### src/rtl/seg_scan_ctrl.sv
// Scan controller for a two-digit 7-segment display: drives the segment mux
// select, registers the selected pattern and generates blanked digit enables.
module seg_scan_ctrl #(
  parameter int DIV            = 4,
  parameter int BLANK_CYC      = 2,
  parameter bit SEG_ACTIVE_LOW = 1'b1,
  parameter bit DIG_ACTIVE_LOW = 1'b1
) (
  input  logic       clk,
  input  logic       rst,
  input  logic       en,
  input  logic [6:0] seg_in,
  output logic       sel,
  output logic [6:0] seg_out,
  output logic [1:0] dig_en,
  output logic       frame_tick
);

  localparam int CNT_MAX = (DIV > BLANK_CYC) ? DIV : BLANK_CYC;
  localparam int CW      = $clog2(CNT_MAX + 1);

  localparam logic [CW-1:0] SHOW_LAST = CW'(DIV - 1);
  localparam logic [CW-1:0] GAP_LAST  = CW'(BLANK_CYC - 1);

  localparam logic [6:0] SEG_OFF  = SEG_ACTIVE_LOW ? 7'h7F : 7'h00;
  localparam logic [1:0] DIG_OFF  = DIG_ACTIVE_LOW ? 2'b11 : 2'b00;
  // Flipping one bit of the "both off" pattern turns exactly one digit on.
  localparam logic [1:0] DIG_A_ON = DIG_OFF ^ 2'b10;
  localparam logic [1:0] DIG_B_ON = DIG_OFF ^ 2'b01;

  typedef enum logic [1:0] {
    GAP_BA,
    SHOW_A,
    GAP_AB,
    SHOW_B
  } state_t;

  state_t        state_q, state_d;
  logic [CW-1:0] cnt_q,   cnt_d;
  logic [6:0]    seg_q,   seg_d;
  logic [1:0]    dig_q,   dig_d;
  logic          phase_last;

  always_comb begin
    // NOTE: every target gets a default first, so no path leaves a latch behind.
    state_d    = state_q;
    cnt_d      = cnt_q;
    seg_d      = SEG_OFF;
    dig_d      = DIG_OFF;
    phase_last = 1'b0;

    if (en) begin
      if (state_q == SHOW_A || state_q == SHOW_B) begin
        phase_last = (cnt_q == SHOW_LAST);
      end else begin
        phase_last = (cnt_q == GAP_LAST);
      end

      if (phase_last) begin
        cnt_d = '0;
        unique case (state_q)
          GAP_BA:  state_d = SHOW_A;
          SHOW_A:  state_d = GAP_AB;
          GAP_AB:  state_d = SHOW_B;
          default: state_d = GAP_BA;
        endcase
      end else begin
        cnt_d = cnt_q + CW'(1);
      end

      // Only SHOW states sample the mux; gaps always present a blank digit.
      if (state_q == SHOW_A) begin
        seg_d = seg_in;
        dig_d = DIG_A_ON;
      end else if (state_q == SHOW_B) begin
        seg_d = seg_in;
        dig_d = DIG_B_ON;
      end
    end
  end

  always_ff @(posedge clk) begin
    // NOTE: non-blocking assignments so every register samples pre-edge values.
    if (rst) begin
      state_q <= GAP_BA;
      cnt_q   <= '0;
      seg_q   <= SEG_OFF;
      dig_q   <= DIG_OFF;
    end else begin
      state_q <= state_d;
      cnt_q   <= cnt_d;
      seg_q   <= seg_d;
      dig_q   <= dig_d;
    end
  end

  // sel leads the displayed digit by a whole gap, giving the mux time to settle.
  assign sel        = (state_q == GAP_BA) || (state_q == SHOW_A);
  assign seg_out    = seg_q;
  assign dig_en     = dig_q;
  assign frame_tick = (state_q == SHOW_B) && (cnt_q == SHOW_LAST) && en;

endmodule

### config.mk
export PLATFORM = sky130hd
export DESIGN_NAME = seg_scan_ctrl
export DESIGN_NICKNAME = d
export VERILOG_FILES = /design/src/rtl/seg_scan_ctrl.sv
export SDC_FILE = /design/constraint.sdc
export NUM_CORES = 1
export LEC_CHECK = 0
export ABC_AREA = 1
export BUFFER_PORTS_ARGS = -buffer_cell sky130_fd_sc_hd__buf_2
export CORE_AREA = 2 2 39 41
export DETAILED_ROUTE_END_ITERATION = 8
export DIE_AREA = 0 0 41 43
export PLACE_DENSITY = 0.77
export SYNTH_ARGS = -nofsm -noshare
export SYNTH_HDL_FRONTEND = slang
export SYNTH_SLANG_ARGS = --single-unit
export TNS_END_PERCENT = 30
### constraint.sdc
create_clock -name clk -period 4.42 [get_ports clk]
set_clock_uncertainty 0.15 [all_clocks]
set_input_delay 0.221 -clock clk [delete_from_list [all_inputs] [get_ports clk]]
set_output_delay 0.221 -clock clk [all_outputs]
set_load 0.02 [all_outputs]
After elaboration in Yosys (flattened, before gate mapping)
Cells that the tools add are included.
{"block": "word_totals", "regBits": 14, "inputBits": 10, "wordCells": 28}
{"block": "classes", "n_reduce_logical": 8, "mux": 8, "add_sub_neg": 1, "n_eq_ne": 5, "bitwise": 1}
{"cell": "$mux 7", "count": 2}
{"cell": "$pmux 2 s3", "count": 1}
{"cell": "$eq 2x2->1 const B", "count": 2}
{"cell": "$add 3x1->3 const B", "count": 1}
{"cell": "$eq 3x1->1 const B", "count": 1}
{"cell": "$eq 3x2->1 const B", "count": 1}
{"cell": "$mux 1", "count": 3}
{"cell": "$mux 3", "count": 1}
{"cell": "$reduce_or 3->1", "count": 1}
{"cell": "$eq 2x1->1 const B", "count": 1}
{"cell": "$logic_and 1x1->1", "count": 2}
{"cell": "$logic_not 2->1", "count": 1}
{"cell": "$logic_or 1x1->1", "count": 2}
{"cell": "$mux 2", "count": 1}
{"cell": "$reduce_and 2->1", "count": 1}
{"cell": "$reduce_or 2->1", "count": 1}
{"cell": "$not 1->1", "count": 1}

Logic depth before layout (Yosys ltp)
{"block": "depth", "depth_word": 5, "ltp_mapped": 8}

Least setup slack after synthesis
OpenSTA, ideal clock, no wires.
{"block": "synth_path", "kind": "register -> register", "from": "register state_q[1]", "to": "register state_q[1]", "stages_incl_launch_ff": 9, "t_arrival_ns": 1.156, "slack_ns": 3.000, "setup_time_ns": 0.114, "required_time_ns": 4.156, "synth_period_minus_slack_ns": 1.420, "cell_sequence": "dfxtp_1 inv_1 ha_1 nor2_2 nand2_2 nand3_4 nand2_1 nand2_1 nor2_2"}
{"block": "synth_between", "elab_chain_len": 5, "word_cells_on_any_way": 9, "cone_classes": "eq/ne (3); mux (3); reduce/logical (3)"}
{"item": "from (decl)", "line": "38", "text": "state_t state_q, state_d;"}
{"item": "from (signal assigned)", "line": "90", "text": "state_q <= state_d;"}
{"item": "$eq 2x1->1 or $eq 2x2->1 (tied branches)", "line": "53, 61"}
{"item": "$logic_or 1x1->1", "line": "53", "text": "if (state_q == SHOW_A || state_q == SHOW_B) begin"}
{"item": "$mux 1", "line": "53"}
{"item": "$mux 1", "line": "52", "text": "if (en) begin"}
{"item": "$reduce_and 2->1 (no line)"}
Parallel ways exist; a longest one is shown, timed or not. The select of a mux whose other input is x is not followed.
A chain may end at the register's enable or synchronous reset.

Final worst setup path
{"block": "layout_path", "from": "register state_q[1]", "to": "output sel"}
{"block": "layout_between", "elab_chain_len": 2, "word_cells_on_any_way": 3, "cone_classes": "eq/ne (1); reduce/logical (2)"}
{"item": "$eq 2x1->1 or $logic_not 2->1 (tied branches)", "line": "98", "text": "assign sel = (state_q == GAP_BA) || (state_q == SHOW_A);"}
{"item": "$logic_or 1x1->1 *", "line": "98"}
{"item": "to (decl)", "line": "13", "text": "output logic sel,"}
Mark *: on every way between the ends. The rest lies on a longest branch, timed or not.

==> flow_summary.yaml <==
global_routing:
  grt_usage_pct: 17.0
  grt.overflow.total: 0
  grt_pass1_wl_um: 2040
  grt_max_degree: 10
  grt_antenna_before_repair: 0
  grt_pass1_vias: 513
floorplanning:
  die_area_um2: 1760
  rows: 14
  pin_count: 21
  die_w_um: 41
  fp.coreArea_um2: 1380
  die_h_um: 43
  start_util_pct: 46.7
place:
  gp_congestion: 0.750
  place_area_um2: 758
  portBuffers: 20
  dp_hpwl_um: 873
hold_path:
  hp-class: "in2reg"
  min_from: "rst"
  min_to: "dig_en[1]"
  holdPathStages: 3
timing:
  timing.fmax_mhz: 550
  hold_viol: 0
  rsz0062_at_grt: "no"
  tightest_slew_ns: 0.289
  relSlewSlack_pct: 80.7
  period_minus_slack_ns: 1.82
  setup_viol: 0
  finalCritPeriodShare_pct: 41.1
  setup_tns_ns: 0
  drv_slew: 0
clock_tree:
  cts-root-buf: "clkbuf_4"
  cts_buffers: 3
  clockBufferDepth: 2
  clk_latency_ns: 0.28
  clock-sinks: 14
  cts_tree: "built"
  post_cts_buffers: 0
  cts_htree_levels: 1
  cts_resized: 0
  path_clk_slew_ns: 0.09
route:
  wl_um: 1280
  postRouteAntennaNets: 0
  drtIter0Drc: 11
  route.met2.wl_um: 686
  wl_met3_um: 82
  top_layer_used: "met3"
  drc: 0
  vias_per_cell: 4.59
  first_pass_iters: 4
  routedWlPerCell_um: 10.3
  dr_total_vias: 569
  wirelength_met1_um: 509
layout:
  antennaDiodeCount: 0
  finalNetCount: 127
  area_delta_synth_final_pct: 33.9
  drive_gt1_share_pct: 28.7
  design_area_um2: 865
worst_setup_path:
  timing.rr.start: "state_q[1]"
  crit_fanout: 5
  reg2reg_slack_ns: 2.86
  critical_path.max_stage_delay_ns: 0.40
  critPathSlowestCell: "dfxtp_1"
  cpLargestDelayFamily: "flip-flops"
  reg2regPathDepth: 8
  crit_path_start_kind: "flip-flop"
  crit_type: "reg2out"
  end_kind: "output pin"
  r2r-end: "state_q[1]"
  path_cells: "inv_1 > ha_1 > or2_1 > buf_2"
  worstPathArrival_ns: 1.45
  critPathBufInv: 2
  required_ns: 4.05
synthesis:
  synth_cell_types: 16
  syn_inst: 78
  yosysWarnings: 0
  syn_nets: 96
  synth_area_um2: 646
  ys_ff_latch: 14
  seq_area_frac_synth_pct: 43.4
  synth_area_per_cell_um2: 8.28
pwr:
  powerDensity_nw_per_um2: 347
  power_leakage_nw: 0.441
  power_mw: 0.300
  ir_drop_v: 0.000131
run_status:
  status: "finished clean"
run:
  maxCapViolCount: 0
state kept, by name, summed over array words and instances, names as in the netlist:
| name | cells |
|---|---|
| cnt_q | 3 |
| state_q | 2 |
| seg_out | 7 |
| dig_en | 2 |
placed cells by master (no fill, tap or decap), drive strengths merged, types with 3 or more instances in the layout:
cell type / instances
nor2: 9
clkbuf: 4
nand2: 18
dlygate4sd3: 7
a21oi: 3
buf: 20
o21ai: 4
dfxtp: 14
inv: 17
ha: 8
cells in the mapped netlist:
cell type,n,area (um^2)
o21ai_0,3,15.0
nor2_1,7,26.3
nor3_4,1,16.3
o21ai_1,1,5.00
a21oi_1,3,15.0
nand3_4,1,17.5
inv_2,1,3.75
nor2_2,2,12.5
dfxtp_1,14,280
nand2_2,2,12.5
ha_1,8,100
nand2_1,16,60.1
inv_1,16,60.1
or2_1,1,6.26
nand3b_1,1,7.51
buf_4,1,7.51
worst max path at each step:
stage / start / end / depth (start not counted)
after CTS: state_q[1] / sel / 4
after global routing: state_q[1] / sel / 4
after detailed placement: state_q[1] / state_q[1] / 8
final: state_q[1] / sel / 4
after global placement: state_q[1] / state_q[1] / 8
after floorplan: state_q[1] / state_q[1] / 8
cell type report:
class | instances | area (um^2)
repair buffers | 27 | 170
flip-flops and latches | 14 | 280
clock buffers | 4 | 36.3
well taps | 16 | 20.0
multi-input cells | 46 | 294
inverters | 17 | 63.8
fillers | 113 | 519
kinds of logic (layout without fill, tap and decap cells):
group	Yosys count	count (layout)	synth area share (%)
and+or+nand+nor	31	31	24.6
buffers and inverters	18	48	11.0
DFF	14	14	43.4
adders and majority gates	8	8	15.5
AOI/OAI and AO/OA	7	7	5.42
per-stage QoR:
| step | worst slack (ns) | hold WS (ns) | cells | utilization, % |
|---|---|---|---|---|
| 3_3_place_gp | 2.95 | 0.248 | 113 | 54.8 |
| 6_report | 2.60 | 0.0604 | 124 | 62.5 |
| 2_1_floorplan | 3.00 | 0.163 | 78 | - |
| 4_1_cts | 2.62 | 0.0624 | 124 | 62.5 |
| 5_1_grt | 2.55 | 0.0670 | 124 | 62.5 |
| 3_5_place_dp | 2.88 | 0.252 | 113 | 54.8 |
layer usage:
metal,vias to the layer above,global-route usage [%]
li1,291,-
met1,251,17.6
met2,27,30.0
met3,0,4.71
met4,0,6.00
met5,-,0
timing repair:
action                                  in CTS  in global routing
hold buffers                                 7                  0
hold endpoints to repair                     7                  0
endpoints found under the setup margin       0                  0
where the power goes:
part           switching, mW  internal [mW]  leakage (nW)
clock network         0.0454         0.0501        0.0210
logic                 0.0379         0.0268         0.305
registers            0.00592          0.134         0.114
worst register-to-register path, delay by kind of cell (launching register included):
family	cells	cell delay, ns
simple gates	6	0.57
flops	1	0.40
fa+ha+maj	1	0.24
buf+inv	1	0.10
Power figures use the tool's default switching activity.
